`src/rtl/dispense_ctrl.sv`:
```
// Vend sequencer: accumulates coin credit, validates keypad slot selections against PRICE,
// runs one slot motor until the drop sensor fires or a timeout expires, and drives the LCD message code.
module dispense_ctrl #(
  parameter int unsigned PRICE        = 4,
  parameter int unsigned N_SLOTS      = 6,
  parameter int unsigned TIMEOUT_CYC  = 150_000_000,
  parameter int unsigned MSG_HOLD_CYC = 100_000_000
) (
  input  logic       clk,
  input  logic       rst,
  input  logic       coin,
  input  logic       key_valid,
  input  logic [3:0] key_code,
  input  logic       fin,
  output logic [2:0] sel_motor,
  output logic [3:0] edo_LCD,
  output logic [3:0] credit,
  output logic       busy
);

  localparam int unsigned DISP_W = (TIMEOUT_CYC  > 1) ? $clog2(TIMEOUT_CYC)  : 1;
  localparam int unsigned HOLD_W = (MSG_HOLD_CYC > 1) ? $clog2(MSG_HOLD_CYC) : 1;
  localparam int unsigned SUM_W  = 6;

  localparam logic [DISP_W-1:0] DISP_LAST = DISP_W'(TIMEOUT_CYC - 1);
  localparam logic [HOLD_W-1:0] HOLD_LAST = HOLD_W'(MSG_HOLD_CYC - 1);
  localparam logic [3:0]        PRICE_U   = 4'(PRICE);
  localparam logic [3:0]        CREDIT_MAX = 4'd15;

  localparam logic [3:0] MSG_WELCOME    = 4'd0;
  localparam logic [3:0] MSG_NEED       = 4'd1;
  localparam logic [3:0] MSG_CHOOSE     = 4'd2;
  localparam logic [3:0] MSG_DISPENSING = 4'd3;
  localparam logic [3:0] MSG_THANKS     = 4'd4;
  localparam logic [3:0] MSG_BAD_KEY    = 4'd5;
  localparam logic [3:0] MSG_JAM        = 4'd6;

  typedef enum logic [2:0] {
    S_IDLE,
    S_DISPENSE,
    S_DONE,
    S_FAIL,
    S_MSG
  } state_t;

  state_t              state, state_n;
  logic [2:0]          slot, slot_n;
  logic [3:0]          msg_code, msg_code_n;
  logic [DISP_W-1:0]   disp_tmr, disp_tmr_n;
  logic [HOLD_W-1:0]   hold_tmr, hold_tmr_n;
  logic                fin_s1, fin_s2, fin_s3;
  logic                fin_rise;
  logic                key_slot;
  logic                can_buy;
  logic [3:0]          key_msg;
  logic                debit, refund;
  logic [SUM_W-1:0]    credit_sum;
  logic [3:0]          credit_n;
  logic [2:0]          sel_motor_n;
  logic [3:0]          edo_n;
  logic                busy_n;

  // fin is asynchronous: two-flop synchroniser plus a third flop for edge detection
  assign fin_rise = fin_s2 & ~fin_s3;

  always_ff @(posedge clk or posedge rst) begin
    if (rst) begin
      state     <= S_IDLE;
      slot      <= '0;
      msg_code  <= MSG_WELCOME;
      disp_tmr  <= '0;
      hold_tmr  <= '0;
      fin_s1    <= 1'b0;
      fin_s2    <= 1'b0;
      fin_s3    <= 1'b0;
      sel_motor <= '0;
      edo_LCD   <= MSG_WELCOME;
      credit    <= '0;
      busy      <= 1'b0;
    end else begin
      state     <= state_n;
      slot      <= slot_n;
      msg_code  <= msg_code_n;
      disp_tmr  <= disp_tmr_n;
      hold_tmr  <= hold_tmr_n;
      fin_s1    <= fin;
      fin_s2    <= fin_s1;
      fin_s3    <= fin_s2;
      sel_motor <= sel_motor_n;
      edo_LCD   <= edo_n;
      credit    <= credit_n;
      busy      <= busy_n;
    end
  end

  // Next state, timers and credit; outputs are derived from the next state so they register with it
  always_comb begin
    state_n     = state;
    slot_n      = slot;
    msg_code_n  = msg_code;
    disp_tmr_n  = '0;
    hold_tmr_n  = '0;
    debit       = 1'b0;
    refund      = 1'b0;
    key_slot    = (key_code != 4'd0) && (key_code <= 4'(N_SLOTS));
    can_buy     = (credit >= PRICE_U);
    key_msg     = !key_slot ? MSG_BAD_KEY : (can_buy ? MSG_CHOOSE : MSG_NEED);

    unique case (state)
      S_IDLE: begin
        if (key_valid) begin
          if (key_slot && can_buy) begin
            state_n = S_DISPENSE;
            slot_n  = 3'(key_code);
            debit   = 1'b1;
          end else begin
            state_n    = S_MSG;
            msg_code_n = key_msg;
          end
        end
      end
      S_DISPENSE: begin
        if (fin_rise) begin
          state_n = S_DONE;
        end else if (disp_tmr == DISP_LAST) begin
          state_n = S_FAIL;
          refund  = 1'b1;
        end else begin
          disp_tmr_n = disp_tmr + DISP_W'(1);
        end
      end
      S_DONE, S_FAIL: begin
        if (hold_tmr == HOLD_LAST) begin
          state_n = S_IDLE;
        end else begin
          hold_tmr_n = hold_tmr + HOLD_W'(1);
        end
      end
      S_MSG: begin
        if (key_valid) begin
          msg_code_n = key_msg;
        end else if (hold_tmr == HOLD_LAST) begin
          state_n = S_IDLE;
        end else begin
          hold_tmr_n = hold_tmr + HOLD_W'(1);
        end
      end
      default: begin
        state_n = S_IDLE;
      end
    endcase

    // Debit only happens with credit >= PRICE, so the sum never underflows
    credit_sum = SUM_W'(credit) + SUM_W'(coin) + (refund ? SUM_W'(PRICE) : SUM_W'(0));
    if (debit) begin
      credit_sum = credit_sum - SUM_W'(PRICE);
    end
    credit_n = (credit_sum > SUM_W'(CREDIT_MAX)) ? CREDIT_MAX : credit_sum[3:0];

    sel_motor_n = (state_n == S_DISPENSE) ? slot_n : 3'd0;
    busy_n      = (state_n == S_DISPENSE) || (state_n == S_DONE) || (state_n == S_FAIL);
    unique case (state_n)
      S_IDLE:     edo_n = (credit_n == 4'd0) ? MSG_WELCOME : MSG_CHOOSE;
      S_DISPENSE: edo_n = MSG_DISPENSING;
      S_DONE:     edo_n = MSG_THANKS;
      S_FAIL:     edo_n = MSG_JAM;
      S_MSG:      edo_n = msg_code_n;
      default:    edo_n = MSG_WELCOME;
    endcase
  end

endmodule
```
`config.mk`:
```
export PLATFORM = sky130hd
export DESIGN_NAME = dispense_ctrl
export DESIGN_NICKNAME = d
export VERILOG_FILES = /design/src/rtl/dispense_ctrl.sv
export SDC_FILE = /design/constraint.sdc
export NUM_CORES = 1
export LEC_CHECK = 0
export BUFFER_PORTS_ARGS = -buffer_cell sky130_fd_sc_hd__buf_4
export CORE_ASPECT_RATIO = 0.9
export CORE_MARGIN = 2
export CORE_UTILIZATION = 59
export DETAILED_ROUTE_END_ITERATION = 6
export PLACE_DENSITY = 0.77
export SETUP_SLACK_MARGIN = 0.05
export SYNTH_ARGS = -nofsm -noshare
export SYNTH_HDL_FRONTEND = slang
export SYNTH_SLANG_ARGS = --single-unit
```
`constraint.sdc`:
```
create_clock -name clk -period 3.8 [get_ports clk]
set_clock_uncertainty 0.15 [all_clocks]
set_input_delay 0.76 -clock clk [delete_from_list [all_inputs] [get_ports clk]]
set_output_delay 0.76 -clock clk [all_outputs]
set_load 0.005 [all_outputs]
```
======== Word level (Yosys, flattened, before mapping) ========
Cells that the tools add are included.
storage, ports and cells
  bits in registers ....................... 80
  latch bits .............................. 0
  RAM bits ................................ 0
  memory bits (read-only) ................. 0
  bits of input ports ..................... 9
  output and inout bits ................... 12
  logic and storage cells ................. 75
  memories kept ........................... 0
cells by class
  $add $sub $neg .......................... 5
  $mul .................................... 0
  divide/modulo/power cells ............... 0
  order comparisons ....................... 3
  eq/ne operators ......................... 10
  shift operators ......................... 0
  multiplexer cells ....................... 34
  bitwise logic cells ..................... 2
  reductions and logical operators ........ 9
operator list
  cell                     count
  $mux W28                 3
  $mux W27                 2
  $pmux W27 S2             1
  $mux W3                  12
  $add A28 B1 Y28 const B  1
  $eq A28 B28 Y1 const B   1
  $add A27 B1 Y27 const B  1
  $eq A27 B27 Y1 const B   1
  $pmux W4 S5              1
  $mux W4                  4
  $eq A3 B2 Y1 const B     4
  $pmux W3 S4              1
  $pmux W4 S2              1
  $add A5 B3 Y6            1
  $eq A3 B1 Y1 const B     2
  $eq A3 B3 Y1 const B     2
  $gt A6 B4 Y1 const B     1
  $logic_not A3 Y1         2
  $mux W1                  6
  $mux W6                  1
  $sub A6 B3 Y6 const B    1
  $add A4 B1 Y5            1
  $ge A4 B3 Y1 const B     1
  $le A4 B3 Y1 const B     1
  8 further kinds          11

======== Depth between registers and ports, before layout ========
  depth in word-level cells ............... 13
  gate-level depth with buffers ........... 14
  gate-level depth less buffers ........... 14

======== Worst setup path before layout ========
OpenSTA, ideal clock, no wires.
  path kind ............................... register -> register
  from .................................... reg disp_tmr[0]
  to ...................................... reg edo_LCD[1]
  library setup time ...................... 0.126 ns
  arrival ................................. 3.211 ns
  required time ........................... 3.524 ns
  slack ................................... 0.313 ns
  stages on the path, launching flop included .. 15
  buffers on the path ..................... 0
  period minus slack after synthesis ...... 3.487 ns
  path through ............................ dfrtp_1 > ha_1 > and4_1 > nand4b_1 > or2_2 > nor2_1 > ha_1 > a31oi_1 > xor2_1 > ha_1 > o211ai_1 > or4_4 > o211ai_2 > nand4bb_1 > a311o_1
on the way
  word-level cells in the longest chain between the ends .. 13
  elaborated cells between the ends (all ways) .. 21
  those cells by class .................... add/sub: 2; order compare: 1; eq/ne: 5; mux: 11; reduce/logical: 2
RTL lines
  item                      line  source
  start: declaration        49    logic [DISP_W-1:0] disp_tmr, disp_tmr_n;
  start signal: assignment  84    disp_tmr <= disp_tmr_n;
  $eq A28 B28 Y1 (*)        125   end else if (disp_tmr == DISP_LAST) begin
  $mux W1                   125
  $mux W1                   123   if (fin_rise) begin
  $mux W1                   109   unique case (state)
  $mux W3                   154   credit_sum = SUM_W'(credit) + SUM_W'(coin) + (refund ? SUM_W'(PRICE) : SUM_W'(0));
  $add A5 B3 Y6             154
  $sub A6 B3 Y6             156   credit_sum = credit_sum - SUM_W'(PRICE);
  $mux W6                   155   if (debit) begin
  $gt A6 B4 Y1              158   credit_n = (credit_sum > SUM_W'(CREDIT_MAX)) ? CREDIT_MAX : credit_sum[3:0];
  $mux W4                   158
  $logic_not A4 Y1          163   S_IDLE: edo_n = (credit_n == 4'd0) ? MSG_WELCOME : MSG_CHOOSE;
  $mux W2                   163
  $pmux W4 S5 (*)           162   unique case (state_n)
  named net edo_n[1]        60    logic [3:0] edo_n;
  end signal: assignment    90    edo_LCD <= edo_n;
  end: declaration          16    output logic [3:0] edo_LCD,
Mark *: on every way through the listed nets, which the timed path passes. The rest lies on a longest branch.

======== Final worst setup path ========
  from .................................... reg disp_tmr[9]
  to ...................................... reg edo_LCD[1]
Same word-level chain as after synthesis.

==> flow_summary.toml <==
[placement]
post_dp_cell_area_um2 = 4130
dp_cells = 507
io_buffers = 20
hpwl_um = 5200
gp_congestion = 0.876

[critical_path]
cp.arrival_ns = 3.77
r2r_end = "edo_LCD[1]$_DFF_PP0_"
cp-start-kind = "register"
slowest_delay_ns = 0.44
r2r_start = "disp_tmr[9]$_DFF_PP0_"
slowest_stage = "dfrtp_1"
critPathKind = "register to register"
ff2ff_path_depth = 13
worstPathMaxFanout = 4
r2r_slack_ns = 0.13
cp_cell_sequence = "nor4_2, nand4_1, or2_4, nor2_2, ha_1, a31oi_2, xor2_1, ha_2, o211ai_1, or4_4, o211ai_2, nand4bb_1, a311o_1"
startpoint = "disp_tmr[9]$_DFF_PP0_"
worst_ep_required_time_ns = 3.89
end_kind = "register"

[synth]
synth_edf_count = 0
syn_area_per_cell_um2 = 9.60
ys_ff_latch = 80
synth_cells = 401
syn_area_um2 = 3850
yosysSeqAreaShare_pct = 52.0
yosys_warnings = 0
syn_nets = 416
synthFlopType = "dfrtp_1"
ys_types = 44
async_flop_share_pct = 100

[hold_path]
hold_start = "fin_s1$_DFF_PP0_"
min_to = "fin_s2$_DFF_PP0_"
hold_depth = 0
hold_path_class = "register to register"

[route]
first_pass_iters = 4
routed-via-count = 2930
drtIter0Drc = 133
ant_nets = 0
post_drt_wl_per_cell_um = 14.5
vias_per_cell = 5.56
drc = 0
wirelength_um = 7650

[global_routing]
antenna_found_initial = 0
overflow = 0
use_met2_pct = 37.6
grt.met1_usage_pct = 30.8
grt.busiest_layer = "met2"
grt_pass1_wl_um = 12900
grt_use_met3_pct = 7.40
grt_pass1_vias = 2869
grt_max_degree = 46
grt.total_usage_pct = 23.7

[timing]
min_period_over_period_pct = 96.7
hold_viol = 0
rsz0062_at_grt = "no"
setup_viol = 0
relSlewSlack_pct = 32.5
timing.setup.tns_ns = 0
period_needed_ns = 3.67
worst_pin_slew_ns = 1.01
fmax_mhz = 272
drv_slew = 0

[final_layout]
layout_commonest_cell = "dfrtp_1"
post-route-util_pct = 71.2
layout_common_cells = "dfrtp_1 (80), nor2_1 (76), nand2_1 (39)"
stdcell_area_um2 = 4430
fin_cells = 527
syn_to_final_growth_pct = 15.0
fin_nets = 450
diodes = 0
drive_gt1_share_pct = 14.5

[floorplanning]
design.die.area_um2 = 7190
die_h_um = 80.6
placeableCoreArea_um2 = 6220
io_pins = 21
chipWidth_um = 89.1
rows = 27
initial_core_util_pct = 61.9

[clock_network]
cts_tree = "built"
cts_num_sinks = 80
clock_latency_ns = 0.36
path_clk_slew_ns = 0.08
h-tree-depth = 3
numCtsBuffers = 9
cts-root-buf = "clkbuf_8"
clockBufferDepth = 2
cts_hold_buf = 0

[power]
p_leak_uw = 0.00187
p_per_area_nw_per_um2 = 443
ir_worst_vdd_v = 0.000302

[flow_run]
maxCapViolCount = 0

[status]
status = "finished clean"
## cell families (layout without fill, tap and decap cells)
kind of cell	count (synthesis)	count (layout)	share of synthesized area, %
AO/OA/AOI/OAI	33	33	5.56
XOR/XNOR	49	49	11.2
adder cells (fa/ha/maj)	6	6	1.95
buffers and inverters	22	61	2.15
flip-flops	80	80	52.0
multiplexers	1	1	0.260
AND/OR/NAND/NOR	210	210	26.9
## worst max-delay path, delay by kind of cell (launching register included)
kind / cells / cell delay, ns
and+or+nand+nor: 6 / 1.41
AOI/OAI and AO/OA: 4 / 0.80
DFF: 1 / 0.44
adders and majority gates: 2 / 0.52
xor gates and xnor gates: 1 / 0.23
## layout make-up
type,count,area [µm²]
clock buffer,10,138
clock inverter,6,82.6
fill,487,1790
inverter,15,57.6
multi-input combinational,299,1810
sequential,80,2000
tap,87,109
timing repair buffer,30,225
## registers in the layout, summed over array words and instances, names as in the netlist, 3 cells and up
name / count
state: 3
credit: 4
hold_tmr: 27
sel_motor: 3
disp_tmr: 28
edo_LCD: 4
msg_code: 4
slot: 3
## where the power goes
group          leakage [µW]  internal [µW]  switching (µW)
clock              0.000112            384             303
combinational      0.000674            175             176
sequential          0.00108            890            34.6
## synthesized netlist by cell type (all sizes together), types with 7 or more instances
| cell type | instances | area [µm²] |
|---|---|---|
| dfrtp | 80 | 2000 |
| nor2 | 77 | 289 |
| nand2 | 39 | 146 |
| xnor2 | 28 | 245 |
| nand3 | 22 | 110 |
| xor2 | 21 | 184 |
| inv | 15 | 56.3 |
| and3 | 12 | 80.1 |
| nand4 | 11 | 68.8 |
| nor3 | 11 | 60.1 |
| o21ai | 11 | 55.1 |
| clkbuf | 7 | 26.3 |
| nor4 | 7 | 50.1 |
## how the worst max path moves through the flow
stage / endpoint
finish: edo_LCD[1]$_DFF_PP0_
detailed placement: edo_LCD[1]$_DFF_PP0_
global placement: edo_LCD[1]$_DFF_PP0_
CTS: edo_LCD[1]$_DFF_PP0_
floorplan: edo_LCD[1]$_DFF_PP0_
global route: edo_LCD[1]$_DFF_PP0_
## through the flow
step / worst slack (ns) / hold WS (ns) / total power [µW]
6_report: 0.126 / 0.202 / 1960
5_1_grt: 0.0135 / 0.206 / 2050
4_1_cts: 0.0575 / 0.202 / 1940
3_5_place_dp: 0.0109 / 0.186 / 1240
3_3_place_gp: 0.190 / 0.190 / 1230
2_1_floorplan: 0.313 / 0.181 / 1140
## per-layer routing
layer	routed length, µm	vias to the layer above
li1	-	1439
met1	3480	1434
met2	3760	44
met3	302	13
met4	99	0
met5	0	-
## repair_timing
item | 4_1_cts | 5_1_grt
gates resized for setup | 2 | 8
endpoints found under the setup margin | 1 | 1
buffers inserted | 1 | 3
cloned | 0 | 0
pin swaps | 0 | 2
endpoints found under the hold margin | 0 | 0
Power figures use the tool's default switching activity.
